<file path="config.mk">
export PLATFORM = sky130hd
export DESIGN_NAME = core_sequencer
export DESIGN_NICKNAME = d
export VERILOG_FILES = /design/src/rtl/core_seq_pkg.sv /design/src/rtl/seq_watchdog.sv /design/src/rtl/core_sequencer.sv
export SDC_FILE = /design/constraint.sdc
export NUM_CORES = 1
export LEC_CHECK = 0
export BUFFER_PORTS_ARGS = -buffer_cell sky130_fd_sc_hd__buf_2
export CAP_MARGIN = 10
export CORE_ASPECT_RATIO = 0.8
export CORE_MARGIN = 3
export CORE_UTILIZATION = 45
export CTS_CLUSTER_DIAMETER = 200
export DETAILED_ROUTE_END_ITERATION = 7
export GPL_TIMING_DRIVEN = 0
export HOLD_SLACK_MARGIN = 0.06
export PLACE_DENSITY_LB_ADDON = 0.05
export SETUP_SLACK_MARGIN = 0.3
export SYNTH_ARGS = -nofsm -noshare
export SYNTH_HDL_FRONTEND = slang
export SYNTH_SLANG_ARGS = --single-unit
</file>
<file path="constraint.sdc">
create_clock -name clk -period 2.07 [get_ports clk]
set_input_delay 0.414 -clock clk [delete_from_list [all_inputs] [get_ports clk]]
set_output_delay 0.414 -clock clk [all_outputs]
set_load 0.005 [all_outputs]
</file>
<file path="src/rtl/core_seq_pkg.sv">
// Shared types and constants for the RV32i multi-cycle control sequencer.
//   state_t    : sequencer phase encoding
//   NOP        : instruction register value after reset (addi x0, x0, 0)
//   WDOG_W     : width of the shared request wait counter
//   misaligned : true when a jump/branch target is not word aligned
package core_seq_pkg;

   localparam int unsigned XLEN   = 32;
   localparam int unsigned WDOG_W = 8;

   localparam logic [XLEN-1:0] NOP = 32'h0000_0013;

   typedef enum logic [2:0] {
      IDLE,
      FETCH,
      EXEC,
      MEM,
      WB,
      FAULT
   } state_t;

   // Only the two low address bits decide word alignment.
   function automatic logic misaligned(input logic [1:0] addr_lo);
      return addr_lo != 2'b00;
   endfunction

endpackage

</file>
<file path="src/rtl/seq_watchdog.sv">
// Request wait counter shared by the fetch and data-memory phases.
//   clk, reset : clock and synchronous active-high reset
//   clear      : force the count to zero (held while no request is pending)
//   enable     : count one more cycle spent waiting for an ack
//   done_c     : count has reached TIMEOUT
module seq_watchdog
   import core_seq_pkg::*;
#(
   parameter int unsigned TIMEOUT = 255,
   parameter int unsigned W       = WDOG_W
) (
   input  logic clk,
   input  logic reset,
   input  logic clear,
   input  logic enable,
   output logic done_c
);

   logic [W-1:0] count;

   // Wait counter; clear wins over enable.
   always_ff @(posedge clk) begin
      if (reset || clear) begin
         count <= '0;
      end else if (enable) begin
         count <= count + W'(1);
      end
   end

   assign done_c = (count == W'(TIMEOUT));

endmodule

</file>
<file path="src/rtl/core_sequencer.sv">
// Multi-cycle control sequencer for the RV32i core: fetches into the
// instruction register, steps EXEC / MEM / WB, gates decoder write enables
// to once per instruction, owns pc, instret and a sticky bus-timeout fault.
//   clk, reset            : clock, synchronous active-high reset
//   imem_req/addr/ack/rdata : instruction fetch port (addr == pc)
//   inst                  : instruction register feeding the decoder
//   dec_regWE/dmemWE/load/pcSEL, alu_out : decoder and ALU results
//   dmem_req/we/ack/rdata : data memory port
//   load_data             : captured load data for the writeback mux
//   pc, reg_we, retire, instret, fault : architectural state and status
module core_sequencer
   import core_seq_pkg::*;
#(
   parameter logic [31:0] RESET_PC = 32'h0000_0000,
   parameter int unsigned TIMEOUT  = 255
) (
   input  logic        clk,
   input  logic        reset,
   output logic        imem_req,
   output logic [31:0] imem_addr,
   input  logic        imem_ack,
   input  logic [31:0] imem_rdata,
   output logic [31:0] inst,
   input  logic        dec_regWE,
   input  logic        dec_dmemWE,
   input  logic        dec_load,
   input  logic        dec_pcSEL,
   input  logic [31:0] alu_out,
   output logic        dmem_req,
   output logic        dmem_we,
   input  logic        dmem_ack,
   input  logic [31:0] dmem_rdata,
   output logic [31:0] load_data,
   output logic [31:0] pc,
   output logic        reg_we,
   output logic        retire,
   output logic [31:0] instret,
   output logic        fault
);

   state_t state_q;
   state_t state_n;

   logic        imem_req_n;
   logic        dmem_req_n;
   logic        dmem_we_n;
   logic        reg_we_n;
   logic        retire_n;
   logic        fault_n;
   logic        target_bad;
   logic        wd_clear;
   logic        wd_enable;
   logic        wd_done;
   logic [31:0] pc_target;

   // One counter serves both request phases; it sits at zero elsewhere so it
   // always starts fresh on entry to FETCH or MEM.
   seq_watchdog #(
      .TIMEOUT (TIMEOUT),
      .W       (WDOG_W)
   ) u_watchdog (
      .clk    (clk),
      .reset  (reset),
      .clear  (wd_clear),
      .enable (wd_enable),
      .done_c (wd_done)
   );

   // Next state and next values of the registered outputs.
   always_comb begin
      state_n    = state_q;
      wd_clear   = 1'b1;
      wd_enable  = 1'b0;
      imem_req_n = 1'b0;
      dmem_req_n = 1'b0;
      dmem_we_n  = 1'b0;
      reg_we_n   = 1'b0;
      retire_n   = 1'b0;
      fault_n    = 1'b0;
      target_bad = dec_pcSEL && misaligned(alu_out[1:0]);

      case (state_q)
         IDLE: state_n = FETCH;

         // An ack on the cycle the count equals TIMEOUT is still accepted,
         // so a request may wait up to TIMEOUT cycles.
         FETCH: begin
            wd_clear = 1'b0;
            if (imem_ack) begin
               state_n = EXEC;
            end else if (wd_done) begin
               state_n = FAULT;
            end else begin
               wd_enable = 1'b1;
            end
         end

         EXEC: state_n = (dec_load || dec_dmemWE) ? MEM : WB;

         MEM: begin
            wd_clear = 1'b0;
            if (dmem_ack) begin
               state_n = WB;
            end else if (wd_done) begin
               state_n = FAULT;
            end else begin
               wd_enable = 1'b1;
            end
         end

         // retire already carries the alignment verdict taken on WB entry.
         WB: state_n = retire ? FETCH : FAULT;

         FAULT: state_n = FAULT;

         default: state_n = IDLE;
      endcase

      // Outputs are registered, so decode them from the state being entered.
      imem_req_n = (state_n == FETCH);
      dmem_req_n = (state_n == MEM);
      dmem_we_n  = (state_n == MEM) && dec_dmemWE;
      retire_n   = (state_n == WB) && !target_bad;
      reg_we_n   = (state_n == WB) && !target_bad && dec_regWE;
      fault_n    = (state_n == FAULT);
   end

   // State, registered outputs and architectural registers.
   always_ff @(posedge clk) begin
      if (reset) begin
         state_q   <= IDLE;
         imem_req  <= 1'b0;
         dmem_req  <= 1'b0;
         dmem_we   <= 1'b0;
         reg_we    <= 1'b0;
         retire    <= 1'b0;
         fault     <= 1'b0;
         inst      <= NOP;
         load_data <= '0;
         pc        <= RESET_PC;
         pc_target <= RESET_PC;
         instret   <= '0;
      end else begin
         state_q  <= state_n;
         imem_req <= imem_req_n;
         dmem_req <= dmem_req_n;
         dmem_we  <= dmem_we_n;
         reg_we   <= reg_we_n;
         retire   <= retire_n;
         fault    <= fault_n;

         if (state_q == FETCH && imem_ack) begin
            inst <= imem_rdata;
         end

         if (state_q == MEM && dmem_ack && dec_load) begin
            load_data <= dmem_rdata;
         end

         // Next pc is frozen on WB entry alongside the alignment verdict.
         if (state_n == WB) begin
            pc_target <= dec_pcSEL ? alu_out : 32'(pc + 32'd4);
         end

         if (state_q == WB && retire) begin
            pc      <= pc_target;
            instret <= 32'(instret + 32'd1);
         end
      end
   end

   assign imem_addr = pc;

endmodule

</file>
# After elaboration in Yosys (flattened, before gate mapping)
# Index checks and enable logic that the tools add are counted.
dict set report word_totals {
  inputBits 104
  regBits 177
  wordCells 52
  out_inout_bits 166
}
dict set report classes {
  eq_ne 10
  muxes 12
  addsub 3
  n_reduce_logical 14
}
# op n
set op_table {}
lappend op_table {{adder 32 x 1 -> 32 bit (second input constant)} 1}
lappend op_table {{adder 32 x 3 -> 32 bit (second input constant)} 1}
lappend op_table {{two-way mux 32 bit} 1}
lappend op_table {{one-hot mux 3 bit (6 select lines)} 1}
lappend op_table {{two-way mux 3 bit} 5}
lappend op_table {{== test 3 bit (second input constant)} 4}
lappend op_table {{== test 3 x 2 -> 1 bit (second input constant)} 3}
lappend op_table {{adder 8 x 1 -> 8 bit (second input constant)} 1}
lappend op_table {{== test 8 bit (second input constant)} 1}
lappend op_table {{logical AND 1 bit} 8}
lappend op_table {{== test 3 x 1 -> 1 bit (second input constant)} 2}
lappend op_table {{two-way mux 1 bit} 4}
lappend op_table {{zero test 3 bit} 1}
lappend op_table {{logical OR 1 bit} 2}
lappend op_table {{one-hot mux 1 bit (2 select lines)} 1}
lappend op_table {{nonzero test 2 bit} 1}
lappend op_table {{OR reduction 2 bit} 1}
lappend op_table {{zero test 1 bit} 1}

# Depth between registers and ports, before layout
# Gate-level depths: netlist (run 1).
dict set report depth {
  depth_word 7
  ltp_mapped 8
  ltp_nobuf 6
}

# Cells and area by module
# From an unflattened synthesis (run 1), not the netlist that was laid out.
dict set report unflattened {
  cells_unflattened 969
  area_unflattened_um2 7699.9
}
# module n_inst cells_each area_each_um2 seq_area_each_um2
set by_module_without_submodules {}
lappend by_module_without_submodules {core_sequencer 1 929 7344.5 3383.2}
lappend by_module_without_submodules {seq_watchdog 1 40 355.3 160.2}

# Worst setup path before layout (run 1)
# OpenSTA, ideal clock, no wires.
dict set report synth_timing {
  path_kind {register to register}
  start {reg u_watchdog.count[0]}
  end {reg pc_target[27]}
  arrival_ns 2.075
  setup_time_ns 0.080
  stages_incl_launch_ff 8
  n_path_buf 1
  t_required_ns 1.990
  setup_slack_ns -0.086
  period_less_slack_ns 2.156
  cell_sequence {dfxtp_1 ha_1 nand3_1 o2111a_1 or4_1 buf_2 or3_4 o221ai_2}
}
dict set report synth_via {
  elab_chain_len 5
  word_cells_on_any_way 6
  classes_between {eq/ne (2); mux (4)}
}
# item line
set synth_lines {}
lappend synth_lines {{from (decl)} seq_watchdog.sv:19} ;# logic [W-1:0] count;
lappend synth_lines {{from (signal assigned)} seq_watchdog.sv:26} ;# count <= count + W'(1);
lappend synth_lines {{== test 8 bit (*)} seq_watchdog.sv:30} ;# assign done_c = (count == W'(TIMEOUT));
lappend synth_lines {{two-way mux 3 bit (*)} {core_sequencer.sv:91, core_sequencer.sv:104}}
lappend synth_lines {{two-way mux 3 bit (on tied branches)} {core_sequencer.sv:102, core_sequencer.sv:89}}
lappend synth_lines {{one-hot mux 3 bit (6 select lines) (*)} core_sequencer.sv:82} ;# case (state_q)
lappend synth_lines {{== test 3 bit (*)} core_sequencer.sv:161} ;# if (state_n == WB) begin
lappend synth_lines {{to (signal assigned)} core_sequencer.sv:162} ;# pc_target <= dec_pcSEL ? alu_out : 32'(pc + 32'd4);
lappend synth_lines {{to (decl)} core_sequencer.sv:54} ;# logic [31:0] pc_target;
# Every way passes the cells marked *; elsewhere a longest branch is shown, timed or not.
# A chain may end at the register's enable or synchronous reset.

# Worst setup path in the final report (run 1)
dict set report layout_timing {
  start {reg state_q[0]}
  end {reg pc_target[25]}
}
dict set report layout_via {
  elab_chain_len 4
  word_cells_on_any_way 11
  classes_between {eq/ne (6); mux (4); reduce/logical (1)}
}
# item line
set layout_lines {}
lappend layout_lines {{from (decl)} core_sequencer.sv:41} ;# state_t state_q;
lappend layout_lines {{from (signal assigned)} core_sequencer.sv:144} ;# state_q <= state_n;
lappend layout_lines {{two-way mux 3 bit} {core_sequencer.sv:91, core_sequencer.sv:104}}
lappend layout_lines {{two-way mux 3 bit (on tied branches)} {core_sequencer.sv:102, core_sequencer.sv:89}}
lappend layout_lines {{one-hot mux 3 bit (6 select lines) (*)} core_sequencer.sv:82}
lappend layout_lines {{== test 3 bit (*)} core_sequencer.sv:161}
# Marked as above.

==> results.md, run 1 <==
* Final instance area at 0.0114 mm2
* Ys flop type: dfxtp_1
* Largest net degree at the start of global routing at 17
* CP startpoint kind: flop
* Pre-antenna DRT Iters at 5
* Post-synth EDFFs at 0
* Clock-pin slew on the worst setup and hold paths at 0.06 ns
* Peak supply drop at 0.610 mV
* Via density at 5.14
* # rows at 42
* Post-DP HPWL at 16.5 mm
* Number of setup violations in the final report at 5
* Failing checks: negative setup slack
* FF+latch count, synth at 177
* # DRC at 0
* Worst-Margin Slew at between 0.7 and 0.8 ns
* IO Pins at 270
* Static leakage at 5.12 nW
* Longest Clk Path Bufs at 2
* Clock buffer count from CTS at 17
* CTS root buffer: clkbuf_16
* Synth unique cells at 51
* Max Slew Vio Count at 0
* Post-CTS Hold Buffers at 0
* Synth area leader: dfxtp_1
* Total GRT Usage at 0.246
* Post-route insts no fill at 1,550
* Final wirelength at 24.7 mm
* RSZ-0062 raised after global routing: true
* H-tree levels at 4
* Fill cell count at 1,453
* Share of cells above drive strength 1 at 0.404
* Synth top area share at 0.458
* Busiest grt layer: met2
* Initial antenna violation count at 3
* Routability cong. at 0.829
* DIE WIDTH at 153 um
* Final min period at 2.11 ns
* Critical path required time at 2.42 ns
* Clk_skew at 0.0125 ns
* HP Class: input pin to flop
* Area Overhead vs Synth at 47.8%
* Run status: finished, violations left
* Layout net count at 1,423
* Rel. slew slack at 0.514
* First-pass GRT wire length at 37.5 mm
* Number of global-route vias before repair at ~7.3k
* Worst path arrival time at 2.47 ns
* Yosys warning total at 0
* Placed Area at 0.00950 mm2
* F_max at approximately 470 MHz
* Final hold vios at 0
* Critical path class: flop to flop
* Crit-path max FO at 6
* Core area at 0.0167 mm2
* Die Y at 123 um
* Synth top area cells: dfxtp_1 (46%), nand2_1 (12%), a21oi_1 (7.8%), xnor2_1 (3.7%), buf_4 (3.1%)
* CTS Sinks at approximately 180
* Syn Std Cell Area at 0.00774 mm2
* DP Cell Count at 1,459
* Avg Cell Area, Syn at ~8 um2
* PortBufs at 268
* Grt met3 use at 0.0731
* Period utilisation layout at 1.02
* Starting Density at 0.463
* Mapped Nets at 1,078
* Ys async rst share at 0
* M1 GR Usage at 0.332
* Power per cell area at 664 mW/mm2
* Vias at 7,964
* Met2 Use GR at 0.385
* Clock Latency Late Sink at roughly 0.43 ns
* Post-route setup slack at -0.0440 ns
* Routed WL per cell at ~16 um
* Placement Setup Slack at -0.654 ns
* CTS tree: yes
* Final ANT Viol Nets at 0
* Endpoint class of the critical path: flop
* Max Cap Violations at 0
* Die area at 0.0188 mm2
* GR Overflow Total at 0
* Register area share after synthesis at 0.458
* Post-Synthesis Cells at 971
* Initial DRC count at 555
path summary, 6_finish.rpt:
check	from	end	slack [ns]	cells past startpoint
worst max-delay path	state_q[0]$_SDFF_PP0_	pc_target[25]$_SDFFE_PP0N_	-0.04	6
worst min-delay path	imem_rdata[1]	inst[1]$_SDFFE_PP1P_	0.19	3
worst max register to register	state_q[0]$_SDFF_PP0_	pc_target[25]$_SDFFE_PP0N_	-0.04	6
worst min register to register	pc_target[9]$_SDFFE_PP0N_	imem_addr[9]$_SDFFE_PP0P_	0.45	2
synth_stat cells, types with 3 or more instances:
cell type	instances
a211oi_1	5
dfxtp_1	177
buf_1	5
or3_1	6
buf_2	4
ha_1	3
o41ai_1	3
nor3_1	21
a21oi_1	121
xor2_1	19
nor4_1	17
o21ai_0	12
nand2b_1	14
nand4_1	27
a21o_1	3
nor2_1	46
buf_4	32
and4_1	5
xnor2_1	33
o32ai_1	3
o211ai_1	9
nand2_1	238
and2_1	5
o221ai_2	3
a31o_2	4
mux2i_1	7
and3_1	9
nand3_1	33
inv_1	19
nor2b_1	8
clkbuf_1	54
registers in the layout (all words and copies together), names as in the netlist:
signal            count
u_watchdog.count      8
state_q               3
inst                 32
imem_addr            32
dmem_we               1
load_data            32
fault                 1
retire                1
pc_target            32
reg_we                1
dmem_req              1
imem_req              1
instret              32
kinds of logic after synthesis:
| kind of cell | synth area share |
|---|---|
| flip-flops | 0.458 |
| XOR/XNOR | 0.0588 |
| multiplexers | 0.00905 |
| AND/OR/NAND/NOR | 0.264 |
| AO/OA/AOI/OAI | 0.133 |
| adder cells (fa/ha/maj) | 0.00485 |
| buffers and inverters | 0.0719 |
cell type report:
cell class / count / area [um2] / share of cell area
timing repair buffer: 326 / 1950 / 0.170
multi-input combinational: 679 / 4320 / 0.378
tap: 220 / 275 / 0.0240
inverter: 20 / 75.1 / 0.00656
buffer: 95 / 659 / 0.0576
antenna: 2 / 5.00 / 0.000437
clock buffer: 19 / 443 / 0.0387
clock inverter: 12 / 133 / 0.0116
sequential: 177 / 3590 / 0.313
cell usage in the layout (no fill, tap or decap), types with 5 or more instances in the layout:
| cell type | netlist | final |
|---|---|---|
| or3_1 | 6 | 5 |
| a21oi_1 | 121 | 114 |
| clkbuf_2 | 0 | 11 |
| dfxtp_4 | 0 | 6 |
| and4_1 | 5 | 5 |
| nor3_1 | 21 | 10 |
| o21ai_0 | 12 | 7 |
| nor2_1 | 46 | 46 |
| nor4_4 | 0 | 11 |
| buf_8 | 0 | 5 |
| nand4_1 | 27 | 27 |
| inv_1 | 19 | 19 |
| nand2_1 | 238 | 224 |
| buf_6 | 0 | 20 |
| nand3_1 | 33 | 29 |
| dfxtp_2 | 0 | 17 |
| nor3_4 | 0 | 11 |
| clkbuf_16 | 0 | 21 |
| and3_1 | 9 | 8 |
| o211ai_1 | 9 | 9 |
| mux2i_1 | 7 | 7 |
| nand2_2 | 0 | 7 |
| nor2b_1 | 8 | 7 |
| buf_4 | 32 | 67 |
| xnor2_1 | 33 | 32 |
| xor2_1 | 19 | 19 |
| buf_2 | 4 | 275 |
| dfxtp_1 | 177 | 154 |
| nand2_4 | 0 | 6 |
| clkbuf_1 | 54 | 31 |
| nand2b_1 | 14 | 13 |
| a21oi_2 | 0 | 7 |
worst max-delay path, stage by stage (launching register included):
cell,delay [ns]
dfxtp_2,0.39
inv_1,0.15
a31o_4,0.29
or4_4,0.51
buf_6,0.14
or3_4,0.39
o211ai_2,0.17
metrics by stage:
| step | total power, mW | hold WS, ns | utilization | setup TNS [ns] |
|---|---|---|---|---|
| 2_1_floorplan | 3.95 | 0.425 | - | -0.230 |
| 3_3_place_gp | 4.23 | 0.438 | 0.568 | -17.73 |
| 3_5_place_dp | 4.23 | 0.441 | 0.568 | -17.49 |
| 4_1_cts | 7.55 | 0.185 | 0.661 | -0.410 |
| 5_1_grt | 7.85 | 0.203 | 0.685 | -1.91 |
| 6_report | 7.60 | 0.190 | 0.685 | -0.188 |
layer usage:
| layer | share of wire | up-vias |
|---|---|---|
| met1 | 0.44 | 3702 |
| met3 | 0.077 | 33 |
| met4 | 0.015 | 2 |
| met5 | 0.00053 | - |
| li1 | - | 3956 |
| met2 | 0.47 | 271 |
repair_timing:
item	4_1_cts	5_1_grt
cloned	5	1
gates resized for setup	146	87
buffers inserted	38	14
pin swaps	65	45
hold endpoints to repair	0	0
endpoints found under the setup margin	159	143
power breakdown:
part / switching (mW) / leakage (nW) / internal, mW
sequential: 0.0552 / 1.45 / 3.50
combinational: 0.458 / 3.40 / 0.398
clock: 1.38 / 0.276 / 1.81
Note: power is estimated with default switching activity, not from simulation.
==> inputs of run 2 (changes only) <==
--- a/config.mk
+++ b/config.mk
@@ -12,10 +12,10 @@
 export CORE_UTILIZATION = 45
 export CTS_CLUSTER_DIAMETER = 200
 export DETAILED_ROUTE_END_ITERATION = 7
-export GPL_TIMING_DRIVEN = 0
 export HOLD_SLACK_MARGIN = 0.06
 export PLACE_DENSITY_LB_ADDON = 0.05
 export SETUP_SLACK_MARGIN = 0.3
 export SYNTH_ARGS = -nofsm -noshare
 export SYNTH_HDL_FRONTEND = slang
+export SYNTH_HIERARCHICAL = 1
 export SYNTH_SLANG_ARGS = --single-unit
==> results.md, run 2 <==
* Sw frac at 0.229 (-0.0206)
* Clock-pin slew on the worst setup and hold paths at 0.06 ns (about the same)
* Origin of the critical flop-to-flop path: state_q[1]$_SDFF_PP0_
* Clock Latency Late Sink at 0.42 ns (about the same)
* Placement Setup Slack at 0.151 ns (+0.805 ns)
* Register Area at 0.00358 mm2 (about the same)
* Worst-Margin Slew at 0.544 ns (-0.185 ns)
* CTS root buffer: clkbuf_16
* Syn Std Cell Area at 0.00770 mm2 (-0.57%)
* Largest net degree at the start of global routing at 53 (+36)
* Hold Crit Depth at 3 (unchanged)
* Avg Cell Area, Syn at 7.95 um2 (-0.36%)
* Period utilisation layout at 0.865 (-0.157)
* Most frequent cells in the layout: buf_2 (268), nand2_1 (235), dfxtp_1 (160), a21oi_1 (133), buf_4 (74)
* Sequential share of power at 0.504 (+0.037)
* HP Class: input pin to flop
* Ys async rst share at 0 (unchanged)
* Clock buffer count from CTS at 17 (unchanged)
* Rel. slew slack at 0.634 (+0.120)
* Critical path required time at 2.43 ns (about the same)
* Area Overhead vs Synth at 34.7%
* Post-Synthesis Cells at 969 (-0.21%)
* Post-route setup slack at 0.280 ns (+0.324 ns)
* H-tree levels at 4 (unchanged)
* FF-to-FF path depth at 7 (+1)
* WP depth at 7 (+1)
* Synth unique cells at 48 (-5.9%)
* Multi-input gate area at 0.00391 mm2 (-9.7%)
* Ys flop type: dfxtp_1
* Synth area leader: dfxtp_1
* Most common cell after layout, fill and taps aside: buf_2
* Number of setup violations in the final report at 0 (-5)
* Final instance area at 0.0104 mm2 (-9.4%)
* Crit-path max FO at 7 (+1)
* Run status: finished clean
* R2R setup slack at 0.28 ns (+0.32 ns)
* Layout net count at 1,349 (-5.2%)
* CP startpoint kind: flop
* Synth top area share at 0.460 (+0.00260)
* # rows at 42 (unchanged)
* Critical path class: flop to flop
* Final hold vios at 0 (unchanged)
* Static leakage at 4.48 nW (-13%)
* Worst path arrival time at 2.14 ns (-0.33 ns)
* Logic pwr share at 0.069 (-0.044)
* Max Cap Violations at 0 (unchanged)
* Slowest Stage Delay on Critical Path at 0.40 ns (-0.11 ns)
* Hold_ws at 0.204 ns (+0.0135 ns)
* IO Pins at 270 (unchanged)
* CP most frequent cell: buf_6
* DP Cell Count at 1,417 (-2.9%)
* Endpoint class of the critical path: flop
* Placed Area at 0.00934 mm2 (-1.6%)
* PortBufs at 269 (+0.37%)
* Fill cell count at 1,545 (+6.3%)
* Routability cong. at 0.800 (-3.4%)
* Die Y at 123 um (-0.27%)
* Total GRT Usage at 0.233 (-0.0124)
* Final wirelength at 23.1 mm (-6.3%)
* Die area at 0.0187 mm2 (-0.54%)
* Max Slew Vio Count at 0 (unchanged)
* Longest Clk Path Bufs at 2 (unchanged)
* Commonest cells post-synth: nand2_1 (237), dfxtp_1 (177), a21oi_1 (139)
* Initial antenna violation count at 0 (-3)
* Vias at 7,677 (-3.6%)
* Pre-antenna DRT Iters at 5 (unchanged)
* First-pass GRT wire length at 35.7 mm (-4.8%)
* Peak supply drop at 0.523 mV (-14%)
* Register area share after synthesis at 0.460 (+0.00260)
* Routed WL per cell at 15.7 um (-1.4%)
* GR Overflow Total at 0 (unchanged)
* RR Endpoint: instret[29]$_SDFFE_PP0P_
* Via density at 5.21 (+1.4%)
* Net Switching at 1.58 mW (-17%)
* Count leader, synth: nand2_1
* Core area at 0.0167 mm2 (-0.31%)
* Starting Density at 0.462 (-0.00117)
* Clock power frac at 0.427 (+0.007)
* Post-route insts no fill at 1,473 (-5.0%)
* Post-layout util at 0.623 (-0.0622)
* Final min period at 1.79 ns (-0.324 ns)
* Setup tns final at 0 ns (+0.188 ns)
* Synth top area cells: dfxtp_1 (46%), nand2_1 (12%), a21oi_1 (9.0%), buf_4 (3.2%), clkbuf_1 (2.4%)
* Crit path max-delay family: simple AND/OR/NAND/NOR gates
* Post-synth EDFFs at 0 (unchanged)
* Final ANT Viol Nets at 0 (unchanged)
* CTS Sinks at 177 (unchanged)
* Crit path max-delay cell type: or4_1
* Design internal power at 5.33 mW (-6.5%)
* Initial DRC count at 406 (-27%)
* Overall power at 6.91 mW (-9.0%)
* F_max at 559 MHz (+18%)
* CP endpoint: instret[29]$_SDFFE_PP0P_
* Worst Setup SP: state_q[1]$_SDFF_PP0_
* Mapped Nets at 1,076 (-0.19%)
* Power per cell area at 666 mW/mm2 (+0.39%)
* Post-DP HPWL at 15.9 mm (-3.3%)
* Clk_skew at 0.00964 ns (-0.00286 ns)
* Number of global-route vias before repair at 6,914 (-5.6%)
* CP Buf/Inv Count at 2 (unchanged)
* Post-CTS Hold Buffers at 0 (unchanged)
* FF+latch count, synth at 177 (unchanged)
* RSZ-0062 raised after global routing: true
* DIE WIDTH at 152 um (-0.27%)
* # DRC at 0 (unchanged)
* Yosys warning total at 6 (+6)
* Share of cells above drive strength 1 at 0.361 (-0.0439)
* CTS tree: yes
* Critical Path, Cell by Cell: and4bb_1 > and3_4 > buf_6 > nand4_1 > buf_6 > or4_1 > a21oi_1
==> run 2: changes by cell type after synthesis, moves of 8 or more <==
cell and change:
nor3_1 -10, and3_1 +15, a21oi_1 +18, buf_2 +9, or4_1 +8, inv_1 -9
xnor2_1 -12, o21ai_0 +8, o22ai_1 +12, nand2b_1 -10, nor2_1 -8
==> run 2: area by class of cell <==
| class | instances | area share |
|---|---|---|
| Timing Repair Buffer | 351 | 0.196 |
| Inverter | 12 | 0.00434 |
| Sequential cell | 177 | 0.346 |
| Antenna cell | 2 | 0.000482 |
| Multi-Input combinational cell | 683 | 0.377 |
| Tap cell | 220 | 0.0265 |
| Clock inverter | 5 | 0.00301 |
| Clock buffer | 23 | 0.0480 |
==> run 2: worst reg2reg max path: cells and delay by family (launching register included) <==
| kind | cells | cell delay [ns] |
|---|---|---|
| DFF | 1 | 0.31 |
| and+or+nand+nor | 4 | 1.01 |
| AOI/OAI and AO/OA | 1 | 0.14 |
| buffers and inverters | 2 | 0.27 |
==> run 2: how the worst min path moves through the flow <==
stage                          startpoint                         end  slack (ns)
2_1_floorplan  pc_target[13]$_SDFFE_PP0N_  imem_addr[13]$_SDFFE_PP0P_        0.42
4_1_cts                     imem_rdata[4]        inst[4]$_SDFFE_PP1P_        0.18
3_5_place_dp    pc_target[6]$_SDFFE_PP0N_   imem_addr[6]$_SDFFE_PP0P_        0.44
5_1_grt                     imem_rdata[1]        inst[1]$_SDFFE_PP1P_        0.20
3_3_place_gp    pc_target[8]$_SDFFE_PP0N_   imem_addr[8]$_SDFFE_PP0P_        0.44
6_report                    imem_rdata[4]        inst[4]$_SDFFE_PP1P_        0.20
==> run 2: cells by family (layout without fill, tap and decap cells) <==
family | count (synthesis) | count (layout) | share of synthesized area
xor gates and xnor gates | 42 | 42 | 0.0478
buffers and inverters | 109 | 391 | 0.0713
other | 0 | 2 | 0
DFF | 177 | 177 | 0.460
and+or+nand+nor | 427 | 427 | 0.263
adders and majority gates | 3 | 3 | 0.00488
muxes | 5 | 5 | 0.00666
AOI/OAI and AO/OA | 206 | 206 | 0.147
==> run 2: repair_timing <==
item	CTS	global route
hold endpoints to repair	0	0
gates resized for setup	29	49
cloned	1	0
setup buffers	13	12
endpoints found under the setup margin	33	45
pin swaps	7	15
==> run 2: power by group through the flow <==
stage                     sequential [mW]  clock (mW)  combinational [mW]
after global routing                 3.49        3.15               0.530
after global placement               3.57           0               0.454
after CTS                            3.49        3.00               0.470
after detailed placement             3.57           0               0.456
after floorplan                      3.57           0               0.218
final                                3.49        2.95               0.477
==> run 2: layer usage <==
metal / wire length [um] / share of wire / GRT usage
met5: 0 / 0 / 0
met4: 413 / 0.018 / 0.0797
met3: 1600 / 0.069 / 0.0612
met2: 10600 / 0.46 / 0.359
met1: 10500 / 0.45 / 0.321
